===== src/rtl/mem_arbiter.sv =====
// rtl/mem_arbiter.sv - arbitrates a single-ported RAM between instruction fetch and data ports
module mem_arbiter #(
    parameter int unsigned MAX_DSTREAK = 4
) (
    input  logic        CLK,
    input  logic        nRST,
    input  logic        iREN,
    input  logic [31:0] iaddr,
    input  logic        dREN,
    input  logic        dWEN,
    input  logic [31:0] daddr,
    input  logic [31:0] dstore,
    input  logic [1:0]  ramstate,
    input  logic [31:0] ramload,
    output logic        iwait,
    output logic        dwait,
    output logic [31:0] iload,
    output logic [31:0] dload,
    output logic        ramREN,
    output logic        ramWEN,
    output logic [31:0] ramaddr,
    output logic [31:0] ramstore,
    output logic [7:0]  err_count
);

    typedef enum logic [1:0] {
        IDLE = 2'd0,
        DGNT = 2'd1,
        IGNT = 2'd2
    } state_t;

    localparam logic [1:0] RAM_ACCESS = 2'd2;
    localparam logic [1:0] RAM_ERROR  = 2'd3;
    localparam logic [3:0] STREAK_MAX = 4'(MAX_DSTREAK);

    state_t     state_q;
    logic [3:0] streak_q;
    logic [7:0] err_q;

    logic dreq;
    logic done;
    logic ram_err;

    assign dreq    = dREN | dWEN;
    assign done    = (ramstate == RAM_ACCESS);
    assign ram_err = (ramstate == RAM_ERROR);

    always_ff @(posedge CLK or negedge nRST) begin
        if (!nRST) begin
            state_q  <= IDLE;
            streak_q <= 4'd0;
            err_q    <= 8'd0;
        end else begin
            case (state_q)
                IDLE: begin
                    // Data wins unless the instruction side has waited out a full streak.
                    if (dreq && !(iREN && streak_q == STREAK_MAX))
                        state_q <= DGNT;
                    else if (iREN)
                        state_q <= IGNT;
                end
                DGNT: begin
                    if (done) begin
                        state_q <= IDLE;
                        if (!iREN)
                            streak_q <= 4'd0;
                        else if (streak_q < STREAK_MAX)
                            streak_q <= streak_q + 4'd1;
                    end else if (!dreq) begin
                        state_q <= IDLE;
                    end
                end
                IGNT: begin
                    if (done) begin
                        state_q  <= IDLE;
                        streak_q <= 4'd0;
                    end else if (!iREN) begin
                        state_q <= IDLE;
                    end
                end
                default: state_q <= IDLE;
            endcase
            // ERROR keeps the grant and retries; only the counter moves.
            if (state_q != IDLE && ram_err && err_q != 8'hFF)
                err_q <= err_q + 8'd1;
        end
    end

    always_comb begin
        iwait    = 1'b1;
        dwait    = 1'b1;
        iload    = 32'd0;
        dload    = 32'd0;
        ramREN   = 1'b0;
        ramWEN   = 1'b0;
        ramaddr  = 32'd0;
        ramstore = 32'd0;
        case (state_q)
            DGNT: begin
                ramaddr  = daddr;
                ramstore = dstore;
                ramWEN   = dWEN;
                ramREN   = dREN & ~dWEN;
                if (done) begin
                    dwait = 1'b0;
                    dload = ramload;
                end
            end
            IGNT: begin
                ramaddr = iaddr;
                ramREN  = 1'b1;
                if (done) begin
                    iwait = 1'b0;
                    iload = ramload;
                end
            end
            default: ;
        endcase
    end

    assign err_count = err_q;

endmodule


===== config.mk =====
export PLATFORM = sky130hd
export DESIGN_NAME = mem_arbiter
export DESIGN_NICKNAME = d
export VERILOG_FILES = /design/src/rtl/mem_arbiter.sv
export SDC_FILE = /design/constraint.sdc
export NUM_CORES = 1
export LEC_CHECK = 0
export ABC_CLOCK_PERIOD_IN_PS = 4100
export CORE_AREA = 4 4 106 108
export DETAILED_ROUTE_END_ITERATION = 8
export DIE_AREA = 0 0 110 112
export GPL_ROUTABILITY_DRIVEN = 0
export MAX_ROUTING_LAYER = met4
export PLACE_DENSITY = 0.78
export SYNTH_ARGS = -nofsm -noshare
export SYNTH_HDL_FRONTEND = slang
export SYNTH_SLANG_ARGS = --single-unit

===== constraint.sdc =====
create_clock -name CLK -period 4.1 [get_ports CLK]
set_clock_uncertainty 0.15 [all_clocks]
set_input_delay 1.23 -clock CLK [delete_from_list [all_inputs] [get_ports CLK]]
set_output_delay 1.23 -clock CLK [all_outputs]
set_load 0.02 [all_outputs]

======== After elaboration in Yosys (flattened, before gate mapping) ========
Cells that the tools add are included.
Widths: inputs -> output; s select.
cells by class
  bitwise gates (word level) .............. 3
  reductions and logical operators ........ 10
  eq/ne operators ......................... 12
  multiplexer cells ....................... 22
  add/sub/neg operators ................... 2
  $lt $le $gt $ge ......................... 1
operators with widths
  kind                 number
  $mux 32              4
  $pmux 32 s2          1
  $mux 4               4
  $mux 2               6
  $ne 3x3->1 const B   4
  $add 8x1->8 const B  1
  $ne 8x8->1 const B   1
  $pmux 4 s2           1
  $eq 2x2->1 const B   3
  $pmux 2 s3           1
  $add 4x1->4 const B  1
  $eq 4x3->1 const B   1
  $logic_and 1x1->1    4
  $lt 4x3->1 const B   1
  $mux 1               4
  $ne 2x2->1 const B   2
  $reduce_and 4->1     1
  $reduce_bool 2->1    2
  $reduce_and 3->1     1
  $eq 2x1->1 const B   1
  $logic_not 2->1      1
  $pmux 1 s2           1
  $and 1x1->1          1
  $logic_not 1->1      1
  other kinds (2)      2
word-level totals
  logic and storage cells ................. 53
  output and inout port bits .............. 140
  register bits after elaboration ......... 14

======== Depth between registers and ports, before layout ========
Gate-level depths: netlist of run 1.
  depth in word-level cells ............... 6
  gate-level depth with buffers ........... 7
  depth with buffers taken out ............ 6

======== Least setup slack after synthesis of run 1 ========
OpenSTA, ideal clock, no wires.
  kind .................................... input to output
  start point ............................. in ramstate[0]
  end point ............................... out dload[14]
  arrival ................................. 2129 ps
  path buffers ............................ 2
  slack ................................... 591 ps
  stages .................................. 4
  path through ............................ and2b_2 > buf_2 > clkbuf_1 > and3_1
between the ends
  longest elaborated chain between the ends .. 3
ends and longest elaborated chain
  item                line  source
  start: declaration  13    input logic [1:0] ramstate,
  $eq 2x2->1          45    assign done = (ramstate == RAM_ACCESS);
  $mux 32             104   if (done) begin
  $mux 32             98    case (state_q)
  end: declaration    18    output logic [31:0] dload,
Every way passes these cells.

======== Worst setup path in the final report of run 1 ========
  start point ............................. in ramstate[0]
  end point ............................... out dload[30]
The elaborated chain is that of the path after synthesis.

==> run summary, run 1 <==
## CTS
- **clock tree from TritonCTS** yes
- **number of sinks on the clock net** 14
- **register clock-pin slew on the reported worst setup and hold paths** 0.05 ns
- **total number of H-tree levels** 1
- **CTS Root Cell** clkbuf_8
- **CTS buffer count** 3
- **maximum count of clock buffers along a single path** 2
- **Clk Latency, worst-skew pair** 0.24 ns
- **Post-CTS Setup Bufs** 0

## Timing
- **Pins Over Slew Limit** 0
- **worst hold margin** 0.360 ns
- **number of endpoints failing setup at the final stage** 0
- **number of hold violations in the final report** 0
- **slew at the pin closest to its max-slew limit** 0.642 ns
- **crit share post-route** 98.4%
- **fmax** 248 MHz
- **time the worst path needs with I/O delays and setup** 4.04 ns
- **unrepaired setup endpoints after global routing** false
- **relative slew slack** 57.1%

## Worst setup path
- **critical setup path kind** input port to output pin
- **Worst Setup End Kind** output pin
- **data required time at the worst endpoint** 2.72 ns
- **Arr. time, crit path** 2.66 ns
- **largest fanout of any net on the critical path** 67
- **nature of the critical path startpoint** input port

## Global routing
- **largest net degree at the start of global routing** 68
- **overall global routing resource usage** 16.6%
- **number of global-route vias before repair** 3,048
- **overflow left after global routing** 0
- **number of antenna violations at the first check in global routing** 1
- **first-pass GRT wire length** 16,000 um

## Place
- **Area after DPL** 0.00492 mm2
- **Buffers on Ports** 274
- **DPL Wire Length** 9110 um

## Drt
- **detailed-route via count** 3,036
- **number of vias per cell** 4.54
- **Routed Wire Length** 10,900 um
- **DR iter-0 viols** 196
- **residual DRC count** 0
- **Antenna Nets Post-Route** 0
- **Routed wire per std cell** 16.2 um
- **length of the first detailed-routing pass in iterations** 4

## Floorplan
- **die width** 110 um
- **IO Pins** 275
- **initial cell density of the core** 19.7%
- **Core Region** 0.0102 mm2
- **die height** 112 um
- **cell row count** 37
- **area enclosed by the die boundary** 0.0123 mm2

## Pwr
- **Final Power** 2.10 mW
- **maximum resistive drop on vdd** 0.242 mV
- **power density over the cells** 430 mW/mm2
- **static leakage** 2.31 nW

## Logic synthesis
- **number of synthesized register bits** 14
- **Syn. warnings** 0
- **largest cells by area after synthesis** and3_1, dfrtp_1, a22oi_1
- **part of the Yosys area used for sequential elements** 17.4%
- **Cell variety after synth** 38
- **area share of the largest cell type after synthesis** 19.9%
- **post-synthesis cell type with the largest combined area** and3_1
- **synthesized area** 0.00202 mm2
- **total nets after synthesis** 416
- **Avg Synthesized Cell Area** 7.39 um2
- **number of cells produced by synthesis** 273

## Run
- **max capacitance violation total** 0

## Final layout
- **area taken by flip-flops and latches** 350 um2
- **Final Instance Area** 0.00489 mm2
- **Final Util** 47.8%
- **Layout Area Growth over Synthesis** 142%
- **count of filler cells inserted in the layout** 1,010
- **fraction of final layout cells with drive strength greater than 1** 4.51%
- **area used by multi-input combinational logic** 0.00155 mm2
- **final net count** 677

## Worst hold path
- **HP Class** flip-flop to flip-flop

## Status
- **result of the run** finished, final reports clean

-- cells in the final DEF (no fill, tap or decap), drive strengths merged, types with 2 or more instances in the layout --
master	count
a21oi	3
a22oi	32
and2	33
and3	65
and4	2
buf	9
clkbuf	4
clkdlybuf4s15	8
clkdlybuf4s50	208
dfrtp	14
dlygate4sd2	57
ha	8
inv	5
mux2	3
mux2i	2
nand2	10
nand2b	3
nand3	3
nor2	4
nor2b	33
o211ai	3
o21ai	9
o31ai	2
xnor2	3
-- final timing paths --
kind | start | end | slack, ns | depth (start not counted)
worst max-delay path | ramstate[0] | dload[30] | 0.06 | 5
worst min register to register | streak_q[3] | streak_q[3] | 0.36 | 1
max in group asynchronous | nRST | err_count[3] | 2.15 | 1
worst min-delay path | streak_q[3] | streak_q[3] | 0.36 | 1
min in group asynchronous | nRST | err_count[5] | 1.24 | 1
worst max register to register | state_q[0] | streak_q[3] | 1.79 | 6
-- flip-flops by register name (all words and copies together), names as in the netlist --
name       count
state_q        2
streak_q       4
err_count      8
-- stage by stage --
stage / setup TNS [ns] / worst slack [ns] / instances
floorplan: 0 / 0.591 / 273
global placement: -11.73 / -0.258 / 665
detailed placement: -11.97 / -0.255 / 665
CTS: 0 / 0.0200 / 668
global route: 0 / 0.00357 / 669
finish: 0 / 0.0636 / 669
-- cell families (layout without fill, tap and decap cells) --
family / Yosys count / after routing / synth area share, %
simple gates: 160 / 160 / 49.3
compound gates: 51 / 51 / 18.0
buf+inv: 32 / 291 / 6.20
flops: 14 / 14 / 17.4
fa+ha+maj: 8 / 8 / 4.96
mux: 5 / 5 / 2.85
xor+xnor: 3 / 3 / 1.30
other cells: 0 / 1 / 0
-- area by class of cell --
class                      instances  share of cell area [%]
antenna                            1                  0.0512
clock buffer                       3                   0.845
inverter                           5                   0.384
multi-input combinational        227                    31.6
tap                              136                    3.48
sequential                        14                    7.17
timing repair buffer             283                    56.4
-- what timing repair did --
| item | 4_1_cts | 5_1_grt |
|---|---|---|
| pin swaps | 0 | 0 |
| resized for setup | 66 | 10 |
| hold buffers | 0 | 0 |
| endpoints found under the setup margin | 66 | 9 |
-- report_power, final --
group / switching, mW / total (mW) / internal, mW
Sequential: 0.0507 / 0.230 / 0.180
Combinational: 0.909 / 1.76 / 0.853
Clock: 0.0440 / 0.109 / 0.0648
Total: 1.00 / 2.10 / 1.10
-- critical path, stage by stage --
cell and delay, ns:
clkdlybuf4s50_1 0.46, and2b_2 0.23, buf_12 0.17, and3_1 0.21
dlygate4sd2_1 0.32
-- per-layer routing --
| metal | wire length (um) | part of all wire [%] | track usage (%) |
|---|---|---|---|
| met4 | 316 | 2.9 | 4.57 |
| met2 | 5420 | 50 | 28.9 |
| met5 | 0 | 0 | - |
| met1 | 4050 | 37 | 18.2 |
| met3 | 1070 | 9.9 | 4.64 |
-- synthesized netlist by cell type --
cell type	number
o21a_1	1
mux2_4	1
nor2b_1	33
nand3_2	1
inv_1	5
mux2i_1	2
and3_4	1
a22oi_1	32
nand3_1	2
nand4b_1	1
and4_1	1
buf_1	1
mux2_1	2
nand2b_1	3
o31ai_1	2
dfrtp_1	14
nor4b_1	1
o21ai_0	5
clkbuf_1	22
a41oi_1	1
nand2_1	10
buf_2	4
ha_1	8
xnor2_1	3
o211ai_2	1
a21oi_1	3
nor2_1	4
and3_1	64
and2_1	33
nand4_1	1
o21ai_1	3
and2b_2	1
o211ai_1	2
and4_4	1
o21ai_2	1
and3b_2	1
or2_1	1
nor3_2	1
No activity file was read; power rests on OpenSTA's default activity.
==> run 2: changes to the inputs <==
Settings changed: SLEW_MARGIN set to 40.
==> results of run 2 <==
The final DEF is identical to that of run 1; final timing and power are the same.
